===== config.mk =====
export PLATFORM = sky130hd
export DESIGN_NAME = aurora_deserializer
export DESIGN_NICKNAME = d
export VERILOG_FILES = /design/src/rtl/router_pkg.sv /design/src/rtl/deser_out_reg.sv /design/src/rtl/aurora_deserializer.sv
export SDC_FILE = /design/constraint.sdc
export NUM_CORES = 2
export LEC_CHECK = 0
export CAP_MARGIN = 40
export CORE_AREA = 2 2 520 522
export DETAILED_ROUTE_END_ITERATION = 8
export DIE_AREA = 0 0 522 524
export SLEW_MARGIN = 10
export SYNTH_ARGS = -nofsm -noshare
export SYNTH_HDL_FRONTEND = slang
export SYNTH_HIERARCHICAL = 1
export SYNTH_SLANG_ARGS = --single-unit

===== constraint.sdc =====
create_clock -name clk -period 105.4 [get_ports clk]
set_clock_uncertainty 0.2 [all_clocks]
set_input_delay 21.08 -clock clk [delete_from_list [all_inputs] [get_ports clk]]
set_output_delay 21.08 -clock clk [all_outputs]
set_load 0.03 [all_outputs]

===== src/rtl/router_pkg.sv =====
// Shared definitions for the Aurora serializer/deserializer pair: default widths,
// header field offsets, FSM state encoding and the routing header struct.
package router_pkg;

  localparam int NUMBER_OF_LANE         = 4;
  localparam int AURORA_DATA_WIDTH      = 64;
  localparam int SEND_DATA_WIDTH        = 1024;
  localparam int RECOGNIZE_HEADER_WIDTH = 8;
  localparam int RECOGNIZE_ROUTER_WIDTH = 4;
  localparam int ADDR_WIDTH             = 8;
  localparam int TTL_WIDTH              = 4;

  localparam int BW            = NUMBER_OF_LANE * AURORA_DATA_WIDTH;
  localparam int PAYLOAD_BEATS = SEND_DATA_WIDTH / BW;

  localparam logic [RECOGNIZE_HEADER_WIDTH-1:0] HEADER_TAG = 8'hA5;

  // Header beat, LSB first: tag | router_id | TTL | dst_addr | unused
  localparam int OFF_ROUTER = RECOGNIZE_HEADER_WIDTH;
  localparam int OFF_TTL    = OFF_ROUTER + RECOGNIZE_ROUTER_WIDTH;
  localparam int OFF_DST    = OFF_TTL + TTL_WIDTH;

  typedef enum logic [1:0] {
    IDLE,
    PAYLOAD,
    DRAIN
  } deser_state_e;

  typedef struct packed {
    logic [ADDR_WIDTH-1:0]             dst_addr;
    logic [TTL_WIDTH-1:0]              ttl;
    logic [RECOGNIZE_ROUTER_WIDTH-1:0] router_id;
  } hdr_t;

endpackage


===== src/rtl/deser_out_reg.sv =====
// Single-entry valid/ready holding register for reassembled packets. A completion
// that finds the entry occupied and not being drained is dropped and flagged.
module deser_out_reg #(
  parameter int DW = 1024,
  parameter int AW = 8,
  parameter int TW = 4,
  parameter int RW = 4
) (
  input  logic          clk,
  input  logic          rst,
  input  logic          complete_i,
  input  logic [DW-1:0] data_i,
  input  logic [AW-1:0] dst_i,
  input  logic [TW-1:0] ttl_i,
  input  logic [RW-1:0] rid_i,
  input  logic          ready_i,
  output logic          valid_o,
  output logic [DW-1:0] data_o,
  output logic [AW-1:0] dst_o,
  output logic [TW-1:0] ttl_o,
  output logic [RW-1:0] rid_o,
  output logic          overflow_o,
  output logic [15:0]   pkt_count_o
);

  logic          valid_q, valid_d;
  logic [DW-1:0] data_q;
  logic [AW-1:0] dst_q;
  logic [TW-1:0] ttl_q;
  logic [RW-1:0] rid_q;
  logic          overflow_q;
  logic [15:0]   pkt_count_q;
  logic          accept, load;

  // A slot freed by a handshake on this edge can take the new packet at once.
  assign accept  = valid_q & ready_i;
  assign load    = complete_i & (~valid_q | accept);
  assign valid_d = load | (valid_q & ~accept);

  always_ff @(posedge clk or posedge rst) begin
    if (rst) begin
      valid_q     <= 1'b0;
      data_q      <= '0;
      dst_q       <= '0;
      ttl_q       <= '0;
      rid_q       <= '0;
      overflow_q  <= 1'b0;
      pkt_count_q <= '0;
    end else begin
      valid_q    <= valid_d;
      overflow_q <= complete_i & ~load;
      if (load) begin
        data_q      <= data_i;
        dst_q       <= dst_i;
        ttl_q       <= ttl_i;
        rid_q       <= rid_i;
        pkt_count_q <= pkt_count_q + 16'd1;
      end
    end
  end

  assign valid_o     = valid_q;
  assign data_o      = data_q;
  assign dst_o       = dst_q;
  assign ttl_o       = ttl_q;
  assign rid_o       = rid_q;
  assign overflow_o  = overflow_q;
  assign pkt_count_o = pkt_count_q;

endmodule


===== src/rtl/aurora_deserializer.sv =====
// Aurora RX deserializer: validates the header beat, reassembles payload beats into
// one packet word and hands it to the router input stage.
module aurora_deserializer
  import router_pkg::*;
#(
  parameter int NUMBER_OF_LANE         = router_pkg::NUMBER_OF_LANE,
  parameter int AURORA_DATA_WIDTH      = router_pkg::AURORA_DATA_WIDTH,
  parameter int SEND_DATA_WIDTH        = router_pkg::SEND_DATA_WIDTH,
  parameter int RECOGNIZE_HEADER_WIDTH = router_pkg::RECOGNIZE_HEADER_WIDTH,
  parameter logic [RECOGNIZE_HEADER_WIDTH-1:0] HEADER_TAG = router_pkg::HEADER_TAG,
  parameter int RECOGNIZE_ROUTER_WIDTH = router_pkg::RECOGNIZE_ROUTER_WIDTH,
  parameter int ADDR_WIDTH             = router_pkg::ADDR_WIDTH,
  parameter int TTL_WIDTH              = router_pkg::TTL_WIDTH,
  localparam int BWL                   = NUMBER_OF_LANE * AURORA_DATA_WIDTH
) (
  input  logic                              clk,
  input  logic                              rst,
  input  logic                              axis_rx_tvalid,
  input  logic                              axis_rx_tlast,
  input  logic [BWL-1:0]                    axis_rx_tdata,
  output logic                              recv_valid,
  input  logic                              recv_ready,
  output logic [SEND_DATA_WIDTH-1:0]        recv_data,
  output logic [ADDR_WIDTH-1:0]             dst_addr_recv,
  output logic [TTL_WIDTH-1:0]              TTL_recv,
  output logic [RECOGNIZE_ROUTER_WIDTH-1:0] router_id_recv,
  output logic                              frame_err,
  output logic                              overflow_err,
  output logic [15:0]                       pkt_count
);

  localparam int PB = SEND_DATA_WIDTH / BWL;
  localparam int CW = (PB > 1) ? $clog2(PB) : 1;
  localparam logic [CW-1:0] LAST_CNT = CW'(PB - 1);

  deser_state_e               state_q, state_d;
  logic [CW-1:0]              cnt_q, cnt_d;
  hdr_t                       hdr_q, hdr_d;
  logic [SEND_DATA_WIDTH-1:0] asm_q, asm_d;
  logic                       frame_err_q, frame_err_d;
  logic                       complete;

  always_ff @(posedge clk or posedge rst) begin
    if (rst) begin
      state_q     <= IDLE;
      cnt_q       <= '0;
      hdr_q       <= '0;
      asm_q       <= '0;
      frame_err_q <= 1'b0;
    end else begin
      state_q     <= state_d;
      cnt_q       <= cnt_d;
      hdr_q       <= hdr_d;
      asm_q       <= asm_d;
      frame_err_q <= frame_err_d;
    end
  end

  always_comb begin
    state_d     = state_q;
    cnt_d       = cnt_q;
    hdr_d       = hdr_q;
    asm_d       = asm_q;
    frame_err_d = 1'b0;
    complete    = 1'b0;
    if (axis_rx_tvalid) begin
      case (state_q)
        IDLE: begin
          if (axis_rx_tlast) begin
            frame_err_d = 1'b1;
          end else if (axis_rx_tdata[RECOGNIZE_HEADER_WIDTH-1:0] == HEADER_TAG) begin
            hdr_d.dst_addr  = axis_rx_tdata[OFF_DST +: ADDR_WIDTH];
            hdr_d.ttl       = axis_rx_tdata[OFF_TTL +: TTL_WIDTH];
            hdr_d.router_id = axis_rx_tdata[OFF_ROUTER +: RECOGNIZE_ROUTER_WIDTH];
            cnt_d           = '0;
            state_d         = PAYLOAD;
          end else begin
            frame_err_d = 1'b1;
            state_d     = DRAIN;
          end
        end
        PAYLOAD: begin
          // The final beat lands in asm_d so the output register sees the whole word.
          asm_d[cnt_q*BWL +: BWL] = axis_rx_tdata;
          if (axis_rx_tlast) begin
            if (cnt_q == LAST_CNT) complete    = 1'b1;
            else                   frame_err_d = 1'b1;
            state_d = IDLE;
          end else if (cnt_q == LAST_CNT) begin
            frame_err_d = 1'b1;
            state_d     = DRAIN;
          end else begin
            cnt_d = cnt_q + 1'b1;
          end
        end
        DRAIN: begin
          if (axis_rx_tlast) state_d = IDLE;
        end
        default: state_d = IDLE;
      endcase
    end
  end

  assign frame_err = frame_err_q;

  deser_out_reg #(
    .DW (SEND_DATA_WIDTH),
    .AW (ADDR_WIDTH),
    .TW (TTL_WIDTH),
    .RW (RECOGNIZE_ROUTER_WIDTH)
  ) u_out_reg (
    .clk         (clk),
    .rst         (rst),
    .complete_i  (complete),
    .data_i      (asm_d),
    .dst_i       (hdr_q.dst_addr),
    .ttl_i       (hdr_q.ttl),
    .rid_i       (hdr_q.router_id),
    .ready_i     (recv_ready),
    .valid_o     (recv_valid),
    .data_o      (recv_data),
    .dst_o       (dst_addr_recv),
    .ttl_o       (TTL_recv),
    .rid_o       (router_id_recv),
    .overflow_o  (overflow_err),
    .pkt_count_o (pkt_count)
  );

endmodule


==> impl_metrics.csv <==
group,metric,value,unit
synth,muxShareOfSynthArea,0.265,%
synth,yosys.cell_types.count,40,
sta,layout_setup_ws,79.63,ns
routing,viasPerCell,4.75,
min_path,min_delay_path_depth,2,
global_route,grt.overflow.total,0,
synth,post_synth_instance_area,80800,um2
flow_run,max-cap-violations,0,
global_route,grt_antenna_before_repair,42,
clocking,cts_repair_resize_count,0,
pwr,power_density,16.5,nW/um2
sta,period_needed,25.77,ns
synth,syn_inst,8962,
sta,tightest_slew,1.12,ns
min_path,hp-start,"hdr_q[8]",
floorplan,dieArea,274000,um2
min_path,hp-class,"reg -> reg",
layout,fin_nets,10300,
setup_path,worstPathBufferInverterCount,6,
setup_path,endpoint_kind,"register",
placed_design,placed_cell_area,97600,um2
floorplan,row_count,190,
placed_design,globalplace.congestion,0.870,
setup_path,crit_type,"in -> reg",
clocking,skew_pair_late_insertion_delay,0.88,ns
setup_path,worst_path_most_repeated_cell,"sky130_fd_sc_hd__buf_4",
pwr,max-vdd-ir-drop,0.0127,mV
setup_path,critPathRequiredTime,105.97,ns
clocking,total_number_of_h_tree_levels,4,
setup_path,cp.depth,11,
synth,synth-compound-area-share,6.50,%
synth,post_synth_xor_area_fraction,0.163,%
synth,yosys_warnings,6,
sta,drv_slew,0,
layout,syn_to_final_growth,30.3,%
global_route,grt_use_total,21.8,%
clocking,cts.sinks,2103,
setup_path,timing.rr.start,"cnt_q[0]",
sta,report.final.setup_viol,0,
floorplan,floorplan.core_area,267000,um2
setup_path,worstPathArrival,26.34,ns
synth,synth.ff_latch_count,2103,
setup_path,critical-path-slowest-cell,"sky130_fd_sc_hd__buf_4",
synth,most_used_flip_flop_cell_after_synthesis,"sky130_fd_sc_hd__dfrtp_1",
floorplan,die_x,522,um
synth,syn-num-nets,9232,
setup_path,critical_path.startpoint,"axis_rx_tlast",
global_route,wire_length_of_the_first_global_routing_pass,447000,um
synth,synth_simple_gate_area_share,24.3,%
sta,final.setup.tns,0,ns
floorplan,floorplan.initialDensity,30.2,%
layout,stdcell_area,105000,um2
setup_path,crit_chain,"clkdlybuf4s50_1, ha_1, and3_1, and2_4, buf_12, buf_4, buf_4, buf_16, buf_4, nand2_1, nand2_1",
routing,number_of_drc_violations_after_detailed_routing_iteration_0,5277,
pwr,leakage,50.8,nW
setup_path,slowest_delay,0.80,ns
routing,drc,0,
routing,vias,65700,
synth,synthesis.area_per_instance,9.01,um2
synth,synth-edff-count,0,
clocking,clkSlewWorstSetupHoldPaths,0.06,ns
setup_path,reg2regPathDepth,11,
synth,synth_adder_area_share,0.139,%
clocking,cts-root-to-sink-buffers,4,
clocking,clock-root-buffer,"sky130_fd_sc_hd__clkbuf_16",
sta,achievable-frequency,38.8,MHz
setup_path,path_delay_family,"buffers and inverters",
synth,yosysSeqAreaShare,65.2,%
floorplan,io_pins,1320,
clocking,clock_buffers_created_by_tritoncts,228,
routing,drtPass1Iterations,5,
placed_design,placement.io_buffers,1319,
placed_design,dp_hpwl,208000,um
routing,route.detailed.wl_per_inst,22.1,um
layout,non_filler_cells_in_the_finished_layout,13800,
routing,routed_wirelength,306000,um
placed_design,dpl.cell_count,13400,
setup_path,critical_path.startpoint_type,"input port",
synth,dominant_combinational_cell_family_by_area_after_synthesis,"simple AND/OR/NAND/NOR gates",
routing,route.antenna.remaining_nets,0,
clocking,cts_tree,"built",
floorplan,dieHeight,524,um
synth,async_flop_share,100,%
clocking,cts_setup_buffers,0,
global_route,via_count_of_the_first_global_routing_pass,64800,
sta,max-slew-margin-rel,25.1,%
setup_path,cp_max_fo,157,
clocking,postCtsHoldBufs,0,
sta,unrepaired_setup_endpoints_after_global_routing,"false",
layout,post_route_cells_drive_above_1_share,5.10,%
sta,finalHoldViolations,0,
placed_design,post-place-ws,78.81,ns
run_status,outcome,"finished, final reports clean",
sta,share_of_the_cycle_needed_by_the_critical_path_after_routing,24.5,%
global_route,grt_start_max_net_pins,204,
## layer usage
metal	share of wire (%)	GRT usage (%)	wire length, um	up-vias
met2	46	34.1	140000	2685
met4	4.4	9.12	13400	18
li1	-	-	-	30100
met5	0.039	0	118	-
met3	8.4	5.72	25700	523
met1	41	28.5	127000	32300
## synthesized netlist by cell type (all sizes together), types with 7 or more instances
| cell type | number | area share [%] |
|---|---|---|
| mux2 | 16 | 0.26 |
| inv | 11 | 0.051 |
| ha | 9 | 0.14 |
| dfrtp | 2103 | 65 |
| clkbuf | 323 | 1.5 |
| xor2 | 10 | 0.11 |
| nor2 | 9 | 0.042 |
| a22o | 14 | 0.15 |
| nand2 | 5153 | 24 |
| o21ai | 1012 | 6.3 |
| buf | 250 | 1.9 |
| nand4 | 7 | 0.054 |
## worst register-to-register path, cell delays in order (launching register included)
cell and delay (ns):
sky130_fd_sc_hd__dfrtp_1 0.57, sky130_fd_sc_hd__ha_1 0.38, sky130_fd_sc_hd__ha_1 0.19, sky130_fd_sc_hd__and3_1 0.42, sky130_fd_sc_hd__and2_4 0.65, sky130_fd_sc_hd__buf_12 0.60, sky130_fd_sc_hd__buf_4 0.94, sky130_fd_sc_hd__buf_4 0.44
sky130_fd_sc_hd__buf_16 0.30, sky130_fd_sc_hd__buf_4 0.80, sky130_fd_sc_hd__nand2_1 0.16, sky130_fd_sc_hd__nand2_1 0.10
## path summary, 6_finish.rpt
path                       slack (ns)               endpoint
min in group asynchronous       20.50      u_out_reg/valid_o
hold reg to reg                  0.27     u_out_reg/dst_o[0]
setup / recovery                79.63  u_out_reg/data_o[374]
max in group asynchronous       80.80  u_out_reg/data_o[376]
setup reg to reg                99.55  u_out_reg/data_o[374]
hold / removal                   0.27     u_out_reg/dst_o[0]
## cell usage in the layout (no fill, tap or decap), drive strengths merged, types with 16 or more instances in the layout
cell	netlist	routed
bufinv	0	16
o21ai	1012	1012
buf	250	132
dfrtp	2103	2103
clkinv	0	49
mux2	16	16
nand2	5153	5153
inv	11	18
diode	0	22
clkbuf	323	322
clkdlybuf4s50	0	1319
## state kept, by name, summed over array words and instances (netlist names)
| signal | count |
|---|---|
| hdr_q | 16 |
| cnt_q | 2 |
| frame_err | 1 |
| u_out_reg/overflow_o | 1 |
| u_out_reg/rid_o | 4 |
| u_out_reg/valid_o | 1 |
| asm_q | 1024 |
| u_out_reg/pkt_count_o | 16 |
| u_out_reg/ttl_o | 4 |
| u_out_reg/dst_o | 8 |
| u_out_reg/data_o | 1024 |
| state_q | 2 |
## layout make-up
| class | count | area, um2 |
|---|---|---|
| fill | 26300 | 162000 |
| clock buffer | 322 | 6610 |
| antenna | 22 | 55.1 |
| timing repair buffer | 1451 | 15100 |
| sequential | 2103 | 52600 |
| inverter | 11 | 56.3 |
| clock inverter | 86 | 943 |
| multi-input combinational | 6275 | 25400 |
| tap | 3552 | 4440 |
## metrics by stage
step | hold WS (ns) | power, mW | util, %
floorplan | 0.233 | 0.875 | -
global route | 0.291 | 1.79 | 39.4
detailed placement | 0.256 | 0.934 | 36.5
global placement | 0.246 | 0.928 | 36.1
CTS | 0.269 | 1.75 | 39.3
finish | 0.266 | 1.73 | 39.4
## power breakdown
group	leakage [nW]	switching, mW	internal [mW]
logic	17.7	0.0804	0.0272
clock network	3.72	0.341	0.475
registers	29.4	0.000705	0.808
total	50.8	0.422	1.31
## kinds of logic after synthesis
kind of cell / after synthesis
AO/OA/AOI/OAI: 1034
XOR/XNOR: 15
adder cells (fa/ha/maj): 9
buffers and inverters: 584
flip-flops: 2103
multiplexers: 16
AND/OR/NAND/NOR: 5201
(Power assumes the default switching activity.)
